==> config.mk <==
export PLATFORM = sky130hd
export DESIGN_NAME = spi_reg_ctrl
export DESIGN_NICKNAME = d
export VERILOG_FILES = /design/src/rtl/spi_reg_pkg.sv /design/src/rtl/sync_edge.sv /design/src/rtl/spi_reg_ctrl.sv
export SDC_FILE = /design/constraint.sdc
export NUM_CORES = 1
export LEC_CHECK = 0
export ABC_AREA = 0
export CAP_MARGIN = 30
export CORE_ASPECT_RATIO = 0.5
export CORE_MARGIN = 2
export CORE_UTILIZATION = 48
export CTS_CLUSTER_DIAMETER = 60
export DETAILED_ROUTE_END_ITERATION = 10
export PLACE_DENSITY = 0.71
export SYNTH_ARGS = -nofsm -noshare
export SYNTH_HDL_FRONTEND = slang
export SYNTH_SLANG_ARGS = --single-unit
==> constraint.sdc <==
create_clock -name clk -period 5.8 [get_ports clk]
set_input_delay 1.16 -clock clk [delete_from_list [all_inputs] [get_ports clk]]
set_output_delay 1.16 -clock clk [all_outputs]
set_load 0.02 [all_outputs]
==> src/rtl/spi_reg_pkg.sv <==
// Shared definitions for the SPI register controller: frame geometry,
// FSM state encoding and the read/write opcode values carried in frame bit 15.
package spi_reg_pkg;

    localparam int FRAME_BITS = 16;  // bits in a well-formed frame
    localparam int CMD_BITS   = 8;   // opcode + address phase
    localparam int ADDR_W     = 7;
    localparam int DATA_W     = 8;

    typedef enum logic [1:0] {
        ST_IDLE = 2'd0,
        ST_CMD  = 2'd1,
        ST_DATA = 2'd2
    } state_t;

    localparam logic OP_WR = 1'b1;
    localparam logic OP_RD = 1'b0;

endpackage

==> src/rtl/sync_edge.sv <==
// 2-FF synchroniser with registered edge pulses.
// Ports:
//   clk, rst : system clock, asynchronous active-high reset
//   din      : asynchronous input pin
//   level    : synchronised level (stage 3, aligned with the pulses' source)
//   rise     : one-clk pulse after a 0->1 transition of din
//   fall     : one-clk pulse after a 1->0 transition of din
// The pulses are registered, so an edge on the pin shows up on rise/fall
// three clk edges later (two synchroniser stages + one detect stage).
module sync_edge (
    input  logic clk,
    input  logic rst,
    input  logic din,
    output logic level,
    output logic rise,
    output logic fall
);

    logic s1_reg, s2_reg, s3_reg;
    logic rise_reg, fall_reg;

    always_ff @(posedge clk or posedge rst) begin
        if (rst) begin
            s1_reg   <= 1'b0;
            s2_reg   <= 1'b0;
            s3_reg   <= 1'b0;
            rise_reg <= 1'b0;
            fall_reg <= 1'b0;
        end else begin
            s1_reg   <= din;
            s2_reg   <= s1_reg;
            s3_reg   <= s2_reg;
            rise_reg <= s2_reg & ~s3_reg;
            fall_reg <= ~s2_reg & s3_reg;
        end
    end

    assign level = s3_reg;
    assign rise  = rise_reg;
    assign fall  = fall_reg;

endmodule

==> src/rtl/spi_reg_ctrl.sv <==
// SPI mode-0 slave that sequences 16-bit host frames into a bank of 8-bit
// configuration registers, fully oversampled in the clk domain.
// Frame (MSB first): bit15 = 1 write / 0 read, bits14:8 address, bits7:0 data.
// Ports:
//   clk, rst   : system clock, asynchronous active-high reset
//   sclk, cs_n : SPI clock / active-low select (asynchronous pins)
//   mosi, miso : SPI data in / out
//   regs_out   : flattened register bank, reg i at [8i+7:8i]
//   wr_strobe  : one-clk pulse when a write is committed
//   wr_addr    : address of the last committed write
//   frame_err  : sticky flag for frames whose length is not 16 bits
//   err_clr    : synchronous clear of frame_err (a new error wins)
module spi_reg_ctrl
    import spi_reg_pkg::*;
#(
    parameter int           NREGS     = 4,
    parameter logic [7:0]   RESET_VAL = 8'h00
) (
    input  logic                clk,
    input  logic                rst,
    input  logic                sclk,
    input  logic                cs_n,
    input  logic                mosi,
    output logic                miso,
    output logic [NREGS*8-1:0]  regs_out,
    output logic                wr_strobe,
    output logic [ADDR_W-1:0]   wr_addr,
    output logic                frame_err,
    input  logic                err_clr
);

    logic sclk_rise, sclk_fall, cs_rise, cs_fall, mosi_lvl;
    logic sclk_lvl_unused, cs_lvl_unused, mosi_rise_unused, mosi_fall_unused;

    sync_edge u_sync_sclk (.clk(clk), .rst(rst), .din(sclk),
                           .level(sclk_lvl_unused), .rise(sclk_rise), .fall(sclk_fall));
    // cs_n stages reset to 0: a rise seen straight after reset lands in IDLE
    // and is ignored, so a frame cut short by reset never raises an error.
    sync_edge u_sync_cs   (.clk(clk), .rst(rst), .din(cs_n),
                           .level(cs_lvl_unused), .rise(cs_rise), .fall(cs_fall));
    // Only the level of mosi matters; its edge pulses are not needed.
    sync_edge u_sync_mosi (.clk(clk), .rst(rst), .din(mosi),
                           .level(mosi_lvl), .rise(mosi_rise_unused), .fall(mosi_fall_unused));

    state_t              state_reg;
    logic [4:0]          cnt_reg;
    logic [DATA_W-1:0]   rx_reg;
    logic [DATA_W-1:0]   tx_reg;
    logic                op_reg;
    logic [ADDR_W-1:0]   addr_reg;
    logic                miso_reg;
    logic                wr_strobe_reg;
    logic [ADDR_W-1:0]   wr_addr_reg;
    logic                frame_err_reg;

    logic [ADDR_W-1:0]   cmd_addr_next;
    logic [DATA_W-1:0]   rd_byte;
    logic                addr_in_range;
    logic                frame_ok;
    logic                commit_en;

    // Address as it stands on the 8th rising edge: rx holds op + addr[6:1].
    assign cmd_addr_next = {rx_reg[5:0], mosi_lvl};

    // Read-back mux; out-of-range addresses fall through to 0x00.
    always_comb begin
        rd_byte = '0;
        for (int i = 0; i < NREGS; i++) begin
            if (cmd_addr_next == i[ADDR_W-1:0])
                rd_byte = regs_out[i*8 +: 8];
        end
    end

    assign addr_in_range = ({25'd0, addr_reg} < NREGS);
    assign frame_ok      = (state_reg != ST_IDLE) && (cnt_reg == 5'(FRAME_BITS));
    assign commit_en     = cs_rise && frame_ok && (op_reg == OP_WR) && addr_in_range;

    genvar gi;
    generate
        for (gi = 0; gi < NREGS; gi++) begin : g_reg
            logic [DATA_W-1:0] q_reg;
            always_ff @(posedge clk or posedge rst) begin
                if (rst)
                    q_reg <= RESET_VAL;
                else if (commit_en && (addr_reg == 7'(gi)))
                    q_reg <= rx_reg;
            end
            assign regs_out[gi*8 +: 8] = q_reg;
        end
    endgenerate

    always_ff @(posedge clk or posedge rst) begin
        if (rst) begin
            state_reg     <= ST_IDLE;
            cnt_reg       <= '0;
            rx_reg        <= '0;
            tx_reg        <= '0;
            op_reg        <= OP_RD;
            addr_reg      <= '0;
            miso_reg      <= 1'b0;
            wr_strobe_reg <= 1'b0;
            wr_addr_reg   <= '0;
            frame_err_reg <= 1'b0;
        end else begin
            wr_strobe_reg <= 1'b0;
            if (err_clr)
                frame_err_reg <= 1'b0;

            // cs_n rise beats any sclk edge detected in the same clk.
            if (cs_rise) begin
                if (state_reg != ST_IDLE) begin
                    if (!frame_ok)
                        frame_err_reg <= 1'b1;
                    else if (commit_en) begin
                        wr_strobe_reg <= 1'b1;
                        wr_addr_reg   <= addr_reg;
                    end
                end
                state_reg <= ST_IDLE;
                miso_reg  <= 1'b0;
            end else begin
                case (state_reg)
                    ST_IDLE: begin
                        if (cs_fall) begin
                            cnt_reg   <= '0;
                            rx_reg    <= '0;
                            tx_reg    <= '0;
                            state_reg <= ST_CMD;
                        end
                    end
                    ST_CMD: begin
                        if (sclk_rise) begin
                            rx_reg  <= {rx_reg[6:0], mosi_lvl};
                            cnt_reg <= cnt_reg + 5'd1;
                            if (cnt_reg == 5'(CMD_BITS - 1)) begin
                                op_reg    <= rx_reg[6];
                                addr_reg  <= cmd_addr_next;
                                tx_reg    <= (rx_reg[6] == OP_RD) ? rd_byte : '0;
                                state_reg <= ST_DATA;
                            end
                        end
                    end
                    ST_DATA: begin
                        if (sclk_rise) begin
                            rx_reg <= {rx_reg[6:0], mosi_lvl};
                            if (cnt_reg != 5'd31)
                                cnt_reg <= cnt_reg + 5'd1;
                        end else if (sclk_fall) begin
                            miso_reg <= tx_reg[7];
                            tx_reg   <= {tx_reg[6:0], 1'b0};
                        end
                    end
                    default: state_reg <= ST_IDLE;
                endcase
            end
        end
    end

    assign miso      = miso_reg;
    assign wr_strobe = wr_strobe_reg;
    assign wr_addr   = wr_addr_reg;
    assign frame_err = frame_err_reg;

endmodule

==> reports/metrics.csv <==
stage;metric;value;unit
run_status;status;complete, no violations;
synth;synth_simple_gate_area_share;15.3;%
placed_design;dp_hpwl;5490;um
clocking;cts_made_buffers;9;
sta;tightestPinTransition;878;ps
sta;setup_viol;0;
critical_path;cp-end-kind;output pin;
critical_path;cp.depth;1;
clocking;cts_tree;done;
global_route;overflow;0;
critical_path;cp_max_fo;3;
power_and_ir_drop;cellLeakagePower;2.15;nW
placed_design;gp_congestion;0.842;
clocking;post_cts_resized;0;
critical_path;arrival;1350;ps
die;die_area;0.00874;sq mm
critical_path;crit_path_top_delay_cell;clkdlybuf4s50_1;
synth;synthMuxAreaShare;15.3;%
power_and_ir_drop;vdd_drop_max;0.219;mV
sta;hold_viol_final;0;
final_layout;nets;364;
drt;drc;0;
sta;slew_headroom;41.5;%
clocking;path_clk_slew;60;ps
synth;synth_area;0.00382;sq mm
synth;ys_types;41;
clocking;htree_levels;3;
final_layout;largest_register_ffs;32;
synth;synthTopCellsByCount;dfrtp_1, mux2_2, o21ai_0;
synth;yosys.area.top_type;dfrtp_1;
power_and_ir_drop;powerDensity;359;mW/mm^2
clocking;clock_path_buffers;2;
global_route;grt_pass1_wl;13100;um
synth;yosysTopAreaCellShare;56.3;%
clocking;post_cts_buffers;0;
flow_run;cap_violations;0;
synth;seq_area_frac_synth;56.3;%
sta;timing.fmax;0.399;GHz
clocking;clkSinkCount;86;
global_route;first_global_vias;2533;
die;io_pins;48;
final_layout;drive_gt1_share;20.6;%
sta;holdWs;352;ps
synth;synth_top_family_by_area;simple AND/OR/NAND/NOR gates;
synth;netlist_instances;302;
synth;synth.area.top_cells;dfrtp_1, mux2_2, o21ai_0;
critical_path;critPathLaunchType;flop;
global_route;antenna_found_initial;0;
worst_hold_path;hold_class;reg -> reg;
synth;synth_fp_nets;316;
die;dieWidth;130;um
critical_path;critPathTopFamily;buffers and inverters;
worst_hold_path;worstHoldPathCells;0;
sta;skew;6.87;ps
drt;drt-pass1-iter-count;4;
synth;synth.most_common_cell;dfrtp_1;
critical_path;r2r_cells;6;
clocking;cts-hold-fix-buffers;0;
clocking;root_buffer;clkbuf_16;
critical_path;crit_required;4640;ps
drt;via_count;2591;
synth;ys_warn_count;0;
synth;synth_compound_area_share;7.63;%
sta;finalSetupTns;0;ps
critical_path;crit_buf_inv;1;
sta;period_needed;2510;ps
critical_path;path_cells;clkdlybuf4s50_1;
placed_design;io_buffers;47;
final_layout;antenna_cells;0;
global_route;grt_max_degree;60;
die;core;0.00751;sq mm
synth;synth-main-ff-cell;dfrtp_1;
clocking;insertion_delay;340;ps
sta;fin_crit_sh;43.2;%
critical_path;worstSetupPathType;reg -> out;
die;rows;22;
synth;synth-seq-cells;86;
die;die_h;67.1;um
final_layout;area_growth;23.8;%
placed_design;place_ws;3150;ps
synth;synth-xor-area-share;0;%
synth;synth-edff-count;0;
sta;setup_ws;3290;ps
synth;synth_fa_ha_area_share;2.62;%
synth;synthArstFlopShare;100;%
synth;syn_area_per_cell;12.7;sq um
drt;vias_per_cell;5.60;
sta;report.final.slew_viol_count;0;
drt;dr.first_iter.drc_count;138;
critical_path;cp_slowest_stage_delay;630;ps
die;start_util;50.9;%
sta;rsz0062_at_grt;false;
drt;post_drt_wl_per_cell;17.4;um
global_route;groute.usage.overall;20.4;%
drt;antenna_left;0;
drt;routed_wl;8080;um
## cell type report
type                    count  area, sq um
fillers                   565         2780
flip-flops and latches     86         2150
multi-input cells         188         1560
repair buffers             50          493
clock buffers              12          236
well taps                 108          135
clock inverters             4         95.1
inverters                  15         57.6
## metal layers
| metal | track usage [%] | vias to the layer above | part of all wire, % |
|---|---|---|---|
| li1 | - | 1196 | - |
| met1 | 28.7 | 1308 | 48 |
| met2 | 31.4 | 78 | 45 |
| met3 | 6.27 | 9 | 6.2 |
| met4 | 4.57 | 0 | 0.95 |
| met5 | 0 | - | 0 |
## cell families after synthesis
family,Yosys count
simple gates,87
flops,86
mux,50
compound gates,43
buf+inv,28
fa+ha+maj,8
## power breakdown
part | internal (W) | switching (W) | total (W)
logic | 0.000133 | 0.000232 | 0.000366
registers | 0.000630 | 0.0000624 | 0.000693
clock network | 0.000420 | 0.000217 | 0.000637
total | 0.00118 | 0.000512 | 0.00170
## path summary, 6_finish.rpt
| kind | start | endpoint | slack, ps |
|---|---|---|---|
| setup / recovery | g_reg[3].q_reg[3] | regs_out[27] | 3290 |
| hold / removal | u_sync_sclk.s1_reg | u_sync_sclk.s2_reg | 350 |
| setup reg to reg | state_reg[0] | g_reg[2].q_reg[6] | 3480 |
| hold reg to reg | u_sync_sclk.s1_reg | u_sync_sclk.s2_reg | 350 |
| max in group asynchronous | rst | frame_err | 3580 |
| min in group asynchronous | rst | g_reg[0].q_reg[0] | 1140 |
## stage by stage
step / cell area (sq um) / instances / power (W) / util, %
after CTS: 4730 / 463 / 0.00170 / 63.0
after global routing: 4730 / 463 / 0.00178 / 63.0
after floorplan: 3820 / 302 / 0.000956 / -
after detailed placement: 4400 / 447 / 0.00106 / 58.5
after global placement: 4400 / 447 / 0.00105 / 58.5
final: 4730 / 463 / 0.00170 / 63.0
## worst reg2reg max path: stages, from the launching register on
cell and delay (ps):
dfrtp_1 390, inv_1 90, ha_1 280, nor4b_4 310
nand3_2 180, nor3b_4 550, mux2_2 410
## cells in the final DEF, fill, tap and decap left out, types with 8 or more instances in the layout
master | netlist | layout
mux2i_1 | 10 | 10
o21ai_0 | 22 | 22
nor2b_1 | 12 | 12
nand2_1 | 15 | 15
inv_1 | 15 | 14
dfrtp_1 | 86 | 86
nand4_1 | 13 | 13
clkdlybuf4s50_1 | 0 | 47
nand3_1 | 11 | 11
clkbuf_16 | 0 | 9
ha_1 | 8 | 8
mux2_2 | 37 | 37
(Power assumes the default switching activity.)
